==> src/rtl/simple_cnn.sv <==
// 5x5 image, 3x3 fixed-kernel convolution with ReLU and argmax.
// One feature-map position per cycle; result registered on FINISH exit.
module simple_cnn (
  input  logic         CLK,
  input  logic         nRST,
  input  logic         START,
  input  logic         X,
  input  logic         Y,
  input  logic [199:0] IMGIN,
  output logic         DONE,
  output logic [3:0]   OUT
);

  typedef enum logic [1:0] {
    IDLE,
    CONV,
    FINISH
  } state_e;

  state_e         state_q, state_d;
  logic [199:0]   img_q, img_d;
  logic [1:0]     f_q, f_d;
  logic [3:0]     p_q, p_d;
  logic [12:0]    best_q, best_d;
  logic [3:0]     idx_q, idx_d;
  logic           done_q, done_d;
  logic [3:0]     out_q, out_d;

  logic [7:0]     pix [5][5];
  logic [2:0]     wi, wj;
  logic signed [13:0] acc;
  logic [12:0]    act;

  function automatic logic signed [3:0] kw(
    input logic [1:0] f,
    input int         k,
    input int         l
  );
    kw = 4'sd0;
    case (f)
      2'd0: kw = (l == 0) ? -4'sd1 : (l == 2) ? 4'sd1 : 4'sd0;
      2'd1: kw = (k == 0) ? -4'sd1 : (k == 2) ? 4'sd1 : 4'sd0;
      2'd2: begin
        if (k == 1 && l == 1)      kw = 4'sd4;
        else if (k == 1 || l == 1) kw = -4'sd1;
        else                       kw = 4'sd0;
      end
      default: kw = 4'sd1;
    endcase
  endfunction

  always_comb begin
    for (int r = 0; r < 5; r++)
      for (int c = 0; c < 5; c++)
        pix[r][c] = img_q[(r*5+c)*8 +: 8];
  end

  // p = i*3 + j, window top-left at (i,j)
  always_comb begin
    wi = 3'd0;
    wj = 3'd0;
    case (p_q)
      4'd1: begin wi = 3'd0; wj = 3'd1; end
      4'd2: begin wi = 3'd0; wj = 3'd2; end
      4'd3: begin wi = 3'd1; wj = 3'd0; end
      4'd4: begin wi = 3'd1; wj = 3'd1; end
      4'd5: begin wi = 3'd1; wj = 3'd2; end
      4'd6: begin wi = 3'd2; wj = 3'd0; end
      4'd7: begin wi = 3'd2; wj = 3'd1; end
      4'd8: begin wi = 3'd2; wj = 3'd2; end
      default: begin wi = 3'd0; wj = 3'd0; end
    endcase
  end

  always_comb begin
    acc = '0;
    for (int k = 0; k < 3; k++)
      for (int l = 0; l < 3; l++)
        acc = acc + $signed({6'd0, pix[wi + 3'(k)][wj + 3'(l)]})
                  * 14'(kw(f_q, k, l));
  end

  assign act = acc[13] ? 13'd0 : acc[12:0];

  always_comb begin
    state_d = state_q;
    img_d   = img_q;
    f_d     = f_q;
    p_d     = p_q;
    best_d  = best_q;
    idx_d   = idx_q;
    done_d  = 1'b0;
    out_d   = out_q;
    unique case (state_q)
      IDLE: begin
        if (START) begin
          img_d   = IMGIN;
          f_d     = {Y, X};
          best_d  = '0;
          idx_d   = '0;
          p_d     = '0;
          state_d = CONV;
        end
      end
      CONV: begin
        if (act > best_q) begin
          best_d = act;
          idx_d  = p_q;
        end
        if (p_q == 4'd8) state_d = FINISH;
        else             p_d = p_q + 4'd1;
      end
      FINISH: begin
        done_d  = 1'b1;
        out_d   = idx_q;
        state_d = IDLE;
      end
      default: state_d = IDLE;
    endcase
  end

  always_ff @(posedge CLK) begin
    if (nRST) begin
      state_q <= IDLE;
      img_q   <= '0;
      f_q     <= '0;
      p_q     <= '0;
      best_q  <= '0;
      idx_q   <= '0;
      done_q  <= 1'b0;
      out_q   <= '0;
    end else begin
      state_q <= state_d;
      img_q   <= img_d;
      f_q     <= f_d;
      p_q     <= p_d;
      best_q  <= best_d;
      idx_q   <= idx_d;
      done_q  <= done_d;
      out_q   <= out_d;
    end
  end

  assign DONE = done_q;
  assign OUT  = out_q;

endmodule

==> config.mk <==
export PLATFORM = sky130hd
export DESIGN_NAME = simple_cnn
export DESIGN_NICKNAME = d
export VERILOG_FILES = /design/src/rtl/simple_cnn.sv
export SDC_FILE = /design/constraint.sdc
export NUM_CORES = 1
export LEC_CHECK = 0
export BUFFER_PORTS_ARGS = -buffer_cell sky130_fd_sc_hd__buf_2
export CAP_MARGIN = 15
export CORE_MARGIN = 4
export CORE_UTILIZATION = 43
export DETAILED_ROUTE_END_ITERATION = 10
export SLEW_MARGIN = 20
export SYNTH_ARGS = -nofsm -noshare
export SYNTH_HDL_FRONTEND = slang
export SYNTH_SLANG_ARGS = --single-unit
==> constraint.sdc <==
create_clock -name CLK -period 21.9 [get_ports CLK]
set_input_delay 4.38 -clock CLK [delete_from_list [all_inputs] [get_ports CLK]]
set_output_delay 4.38 -clock CLK [all_outputs]
set_load 0.05 [all_outputs]
Yosys cells after proc, flatten, opt, wreduce, memory -nomap -nowiden --
Memories as Yosys holds them, arrays and structs flattened. A register that Yosys moved wholly into a read port is not among the register bits. Index checks and enable logic that the tools add are counted.
Word-level totals: bits of input ports 205, output and inout port bits 5, bits in read-only memories 64, flip-flop bits (word level) 230, memories kept 1, word-level logic and storage cells 123
Operators by class: multiplexer cells 60, bitwise logic cells 6, order comparisons 7, equality and inequality tests 9, $mul 9, add/subtract/negate cells 13, reductions and logical operators 10
Memories:
- (no name shown) | words 16, bits a word 4, rd ports 1, clocked after memory_dff 1, wr ports 0, line 62 | case (p_q)
Operators by type and width (number):
- binary-select mux 40 bit (select 3 bit) | 3
- two-way mux 40 bit | 6
- binary-select mux 8 bit (select 3 bit) | 9
- two-way mux 8 bit | 18
- multiplier 9 x 4 -> 13 bit | 7
- one-hot mux 4 bit (2 select lines) | 9
- adder 14 x 13 -> 14 bit | 5
- two-way mux 13 bit | 3
- one-hot mux 13 bit (2 select lines) | 1
- >= comparator 4 bit, second input constant | 6
- NOT 3 -> 4 bit | 6
- two-way mux 4 bit | 5
- adder 13 x 13 -> 14 bit | 1
- adder 14 x 10 -> 14 bit | 1
- adder 14 x 12 -> 14 bit | 1
- greater-than comparator 13 bit | 1
- multiplier 8 x 3 -> 11 bit | 1
- multiplier 8 x 1 -> 9 bit | 1
- inequality test 2 bit, second input constant | 4
- adder 3 x 1 -> 3 bit, second input constant | 2
- adder 3 x 2 -> 3 bit, second input constant | 2
- one-hot mux 3 bit (2 select lines) | 1
- AND reduction 3 bit | 2
- OR reduction 2 bit | 3
- other kinds (10) | 16

Logic depth before layout (Yosys ltp) --
word-level depth 20, mapped depth 51, gate-level depth less buffers 46

Least setup slack after synthesis --
OpenSTA, ideal clock, no wires.
kind reg2reg, from register wi[0] (netlist name), to register idx_q[2], setup time 70 ps, stages on the path, launching flop included 49, clock period less this slack 11089 ps, setup slack 10811 ps, arrival 11018 ps, required time 21830 ps, path buffers 6, cells stage by stage dfxtp_1 ha_1 buf_2 buf_4 buf_4 mux4_2 a22oi_1 mux4_2 o22ai_1 and2_1 ha_1 ha_1 inv_1 fa_1 nor2b_1 o21ai_0 nand2b_1 xor2_1 [13 not listed] a21o_1 a211oi_1 o21ai_2 a211o_1 nand4_4 buf_6 buf_2 nor2_1 ha_1 nor2b_1 o21a_1 o21a_1 o221ai_1 a221oi_1 o21ai_1 clkbuf_1 nand3_1 a21oi_1
On the way: word-level cells in the longest chain between the ends 20, elaborated cells on any way between the ends 62, those cells by class add/sub (10); mul (9); order compare (1); eq/ne (1); mux (37); bitwise (3); reduce/logical (1)
RTL lines:
- NOT 3 -> 4 bit (not written as such) | line 79 | acc = acc + $signed({6'd0, pix[wi + 3'(k)][wj + 3'(l)]})
- binary-select mux 40 bit (select 3 bit) | line 79
- two-way mux 40 bit (not written as such) (2 in a row) | line 79
- binary-select mux 8 bit (select 3 bit) | line 79
- two-way mux 8 bit (not written as such) (2 in a row) | line 79
- multiplier 9 x 4 -> 13 bit | line 80 | * 14'(kw(f_q, k, l));
- adder 13 x 13 -> 14 bit | line 79
- adder 14 x 13 -> 14 bit (2 in a row) | line 79
- adder 14 x 12 -> 14 bit | line 79
- adder 14 x 13 -> 14 bit (3 in a row) | line 79
- adder 14 x 10 -> 14 bit (*) | line 79
- two-way mux 13 bit (*) | line 83 | assign act = acc[13] ? 13'd0 : acc[12:0];
- greater-than comparator 13 bit (*) | line 106 | if (act > best_q) begin
- inequality test 2 bit (no line) (*)
- AND reduction 3 bit (no line) (*)
- end signal, assigned | line 138 | idx_q <= idx_d;
- end, declared | line 25 | logic [3:0] idx_q, idx_d;
Every way passes the cells marked *; elsewhere a longest branch is shown, timed or not. The select of a mux whose other input is x is not followed. A chain may end at the register's enable or synchronous reset.

Worst setup path after layout --
from register wi[0] (netlist name), to register best_q[7]
On the way: word-level cells in the longest chain between the ends 20, elaborated cells on any way between the ends 64, those cells by class add/sub (10); mul (9); order compare (1); eq/ne (1); mux (39); bitwise (3); reduce/logical (1)
RTL lines:
- NOT 3 -> 4 bit (not written as such) | line 79
- binary-select mux 40 bit (select 3 bit) | line 79
- two-way mux 40 bit (not written as such) (2 in a row) | line 79
- binary-select mux 8 bit (select 3 bit) | line 79
- two-way mux 8 bit (not written as such) (2 in a row) | line 79
- multiplier 9 x 4 -> 13 bit | line 80
- adder 13 x 13 -> 14 bit | line 79
- adder 14 x 13 -> 14 bit (2 in a row) | line 79
- adder 14 x 12 -> 14 bit | line 79
- adder 14 x 13 -> 14 bit (3 in a row) | line 79
- adder 14 x 10 -> 14 bit (*) | line 79
- two-way mux 13 bit (*) | line 83
- greater-than comparator 13 bit | line 106
- inequality test 2 bit (no line)
- AND reduction 3 bit (no line)
- end signal, assigned | line 137 | best_q <= best_d;
- end, declared | line 24 | logic [12:0] best_q, best_d;
Marked as above.

==> impl_metrics.prom <==
# TYPE chip_impl_metric gauge
chip_impl_metric{name="slowest_delay",unit="ns"} 0.82
chip_impl_info{name="min-delay-path-class",value="flip-flop to flip-flop"} 1
chip_impl_metric{name="timing.clock.skew",unit="ns"} 0.0158
chip_impl_info{name="cts-root-buf",value="clkbuf_16"} 1
chip_impl_metric{name="syn-cell-area",unit="um2"} 22500
chip_impl_metric{name="max_freq",unit="GHz"} 0.0799
chip_impl_info{name="endpoint",value="best_q[7]$_SDFFE_PP0P_"} 1
chip_impl_metric{name="cts_inserted_buffers",unit=""} 25
chip_impl_metric{name="first_pass_grt_wire_length",unit="mm"} 110
chip_impl_metric{name="worstPathMaxFanout",unit=""} 60
chip_impl_metric{name="dr_total_vias",unit=""} 18400
chip_impl_metric{name="postCtsSetupBuffers",unit=""} 0
chip_impl_info{name="synthFlopType",value="dfxtp_1"} 1
chip_impl_metric{name="clock_latency",unit="ns"} 0.54
chip_impl_metric{name="drc_errors",unit=""} 0
chip_impl_metric{name="drive_gt1_share",unit="%"} 16.3
chip_impl_metric{name="detailed_place_hpwl",unit="mm"} 58.8
chip_impl_metric{name="max_slew_margin",unit="%"} 32.7
chip_impl_metric{name="clk_pin_slew_worst_paths",unit="ns"} 0.06
chip_impl_metric{name="setup-violations-final",unit=""} 0
chip_impl_metric{name="setup_ws",unit="ns"} 9.38
chip_impl_metric{name="final_hold_viol_count",unit=""} 0
chip_impl_metric{name="detail_route.wirelength.met1",unit="mm"} 29.1
chip_impl_metric{name="antenna_violations_before_repair",unit=""} 1
chip_impl_metric{name="grt_usage",unit="%"} 25.0
chip_impl_metric{name="filler_cell_count",unit=""} 5019
chip_impl_metric{name="fin_crit",unit="ns"} 12.52
chip_impl_metric{name="max_slew.worst_pin.slew",unit="ns"} 0.999
chip_impl_metric{name="area_of_the_die",unit="um2"} 56100
chip_impl_metric{name="yosys_register_bits",unit=""} 234
chip_impl_metric{name="place_inst",unit=""} 3302
chip_impl_metric{name="first_pass_iters",unit=""} 7
chip_impl_metric{name="maximum_number_of_pins_on_one_net_before_global_route_repair",unit=""} 100
chip_impl_info{name="layout_common_cells",value="512 x nand2_1, 313 x inv_1, 246 x a21oi_1, 237 x fa_1, 231 x dfxtp_1"} 1
chip_impl_info{name="tritoncts",value="done"} 1
chip_impl_metric{name="io_pins",unit=""} 210
chip_impl_metric{name="met2WireLength",unit="mm"} 36.2
chip_impl_metric{name="clock_tree.buffer_depth",unit=""} 3
chip_impl_metric{name="dr.first_iter.drc_count",unit=""} 1641
chip_impl_metric{name="row_count",unit=""} 83
chip_impl_info{name="layout_commonest_cell",value="nand2_1"} 1
chip_impl_info{name="worstSetupPathType",value="flip-flop to flip-flop"} 1
chip_impl_metric{name="setup_tns",unit="ns"} 0
chip_impl_metric{name="initial_core_util",unit="%"} 43.7
chip_impl_metric{name="grt_pass1_vias",unit=""} 18800
chip_impl_metric{name="gp_routability_congestion",unit=""} 0.987
chip_impl_info{name="run_status",value="finished, final reports clean"} 1
chip_impl_metric{name="cts_hold_buffers",unit=""} 0
chip_impl_metric{name="met3_wirelength",unit="mm"} 3.56
chip_impl_metric{name="grt-ovfl-total",unit=""} 0
chip_impl_info{name="highest-signal-layer",value="met4"} 1
chip_impl_info{name="setup.worst_path.start",value="wi[0]$_SDFF_PP0_"} 1
chip_impl_metric{name="die_x",unit="um"} 237
chip_impl_info{name="critPathCaptureType",value="flip-flop"} 1
chip_impl_metric{name="drv_cap",unit=""} 0
chip_impl_metric{name="port_buffer_count",unit=""} 209
chip_impl_metric{name="synth_area_per_cell",unit="um2"} 8.82
chip_impl_info{name="slowest_stage",value="dfxtp_4"} 1
chip_impl_metric{name="ys_warn_count",unit=""} 0
chip_impl_metric{name="yosys.cell_types.count",unit=""} 74
chip_impl_info{name="critical_r2r_capture",value="best_q[7]$_SDFFE_PP0P_"} 1
chip_impl_metric{name="critPathRequiredTime",unit="ns"} 22.39
chip_impl_metric{name="wirelength",unit="mm"} 71.7
chip_impl_metric{name="avgRoutedWirePerCell",unit="um"} 21.4
chip_impl_info{name="critical-path-top-cell-by-count",value="fa_1"} 1
chip_impl_metric{name="rr_worst_depth",unit=""} 41
chip_impl_metric{name="die_boundary_height",unit="um"} 237
chip_impl_info{name="cp-start-kind",value="flip-flop"} 1
chip_impl_metric{name="placement.setup.worst_slack",unit="ns"} 9.16
chip_impl_metric{name="r2r_setup_slack",unit="ns"} 9.38
chip_impl_metric{name="max_slew_vio_count",unit=""} 0
chip_impl_metric{name="asyncSetResetFlopFracSynth",unit="%"} 0
chip_impl_metric{name="clkSinkCount",unit=""} 234
chip_impl_metric{name="post_cts_resize_count",unit=""} 0
chip_impl_metric{name="floorplan.core_area",unit="um2"} 51500
chip_impl_metric{name="multi_input_area",unit="um2"} 16000
chip_impl_metric{name="area.sequential",unit="um2"} 4690
chip_impl_metric{name="layout.nets",unit=""} 3205
chip_impl_metric{name="layoutNonFillerInstCount",unit=""} 3348
chip_impl_info{name="timing.rr.start",value="wi[0]$_SDFF_PP0_"} 1
chip_impl_metric{name="drt-vias-per-instance",unit=""} 5.51
chip_impl_metric{name="layout_worst_path_cycle_share",unit="%"} 57.2
chip_impl_info{name="rsz_0062_raised_after_global_routing",value="no"} 1
chip_impl_metric{name="number_of_synthesized_flops_with_an_enable_pin",unit=""} 0
chip_impl_metric{name="syn_nets",unit=""} 3108
chip_impl_metric{name="ys_seq_area_share",unit="%"} 20.8
chip_impl_metric{name="areaGrowthSynthToFinish",unit="%"} 10.2
chip_impl_metric{name="ant_nets",unit=""} 0
chip_impl_metric{name="htree_num_levels",unit=""} 1
chip_impl_metric{name="synthesis.instances",unit=""} 2552
chip_impl_metric{name="critical_path_arrival",unit="ns"} 13.01
[state kept, by name, summed over array words and instances, names as in the netlist]
name     flops
best_q      13
f_q          2
OUT          4
wi           2
img_q      200
state_q      2
idx_q        4
DONE         1
p_q          4
wj           2
[kinds of logic after synthesis]
family	after synthesis	share of synthesized area [%]
AO/OA/AOI/OAI	438	11.6
XOR/XNOR	36	1.65
adder cells (fa/ha/maj)	353	27.5
buffers and inverters	477	8.47
flip-flops	234	20.8
multiplexers	197	14.5
AND/OR/NAND/NOR	817	15.4
[synth_stat cells, drive strengths merged (29+ instances only)]
cell type  instances  area (um2)
nand2            516        1950
inv              315        1180
a21oi            246        1230
fa               237        4740
dfxtp            234        4680
nor2             147         552
ha               114        1430
mux4             102        2300
clkbuf            94         353
mux2i             84         841
buf               66         360
o21ai             62         314
a22oi             52         390
and2              52         325
nand2b            29         181
[worst max-delay path: cells and delay by family (launching register included)]
| kind | cells | cell delay (ns) |
|---|---|---|
| and+or+nand+nor | 6 | 1.30 |
| DFF | 1 | 0.82 |
| buffers and inverters | 7 | 0.74 |
| AOI/OAI and AO/OA | 13 | 3.31 |
| muxes | 1 | 0.51 |
| adders and majority gates | 14 | 5.70 |
[metrics by stage]
step	util, %	cell area (um2)	hold WS (ns)
floorplan	-	22500	0.441
global placement	46.4	23900	0.452
detailed placement	46.4	23900	0.463
CTS	48.1	24800	0.472
global route	48.1	24800	0.491
finish	48.1	24800	0.473
[layout make-up]
| cell class | count | area share (%) |
|---|---|---|
| antenna | 1 | 0.0101 |
| clock buffer | 32 | 2.87 |
| clock inverter | 13 | 0.732 |
| inverter | 317 | 4.81 |
| multi-input combinational | 1841 | 64.3 |
| sequential | 234 | 18.9 |
| tap | 680 | 3.43 |
| timing repair buffer | 230 | 4.88 |
[how the worst min path moves through the flow]
stage	from	end	slack [ns]	depth (start not counted)
4_1_cts	img_q[49]$_SDFFE_PP0P_	img_q[49]$_SDFFE_PP0P_	0.47	2
3_5_place_dp	img_q[49]$_SDFFE_PP0P_	img_q[49]$_SDFFE_PP0P_	0.46	2
6_report	idx_q[2]$_SDFFE_PP0P_	idx_q[2]$_SDFFE_PP0P_	0.47	2
3_3_place_gp	best_q[12]$_SDFFE_PP0P_	best_q[12]$_SDFFE_PP0P_	0.45	2
5_1_grt	img_q[49]$_SDFFE_PP0P_	img_q[49]$_SDFFE_PP0P_	0.49	2
2_1_floorplan	best_q[12]$_SDFFE_PP0P_	best_q[12]$_SDFFE_PP0P_	0.44	2
[layer usage]
metal  global-route usage (%)  vias to the layer above
met5                        0                        -
met4                     8.51                        0
met3                     3.35                      130
met2                     44.0                      536
met1                     31.7                     9201
li1                         -                     8579
Power is left out: the tool's default activity adds up to more than one toggle a clock period on the data nets, which glitch-free logic cannot reach.
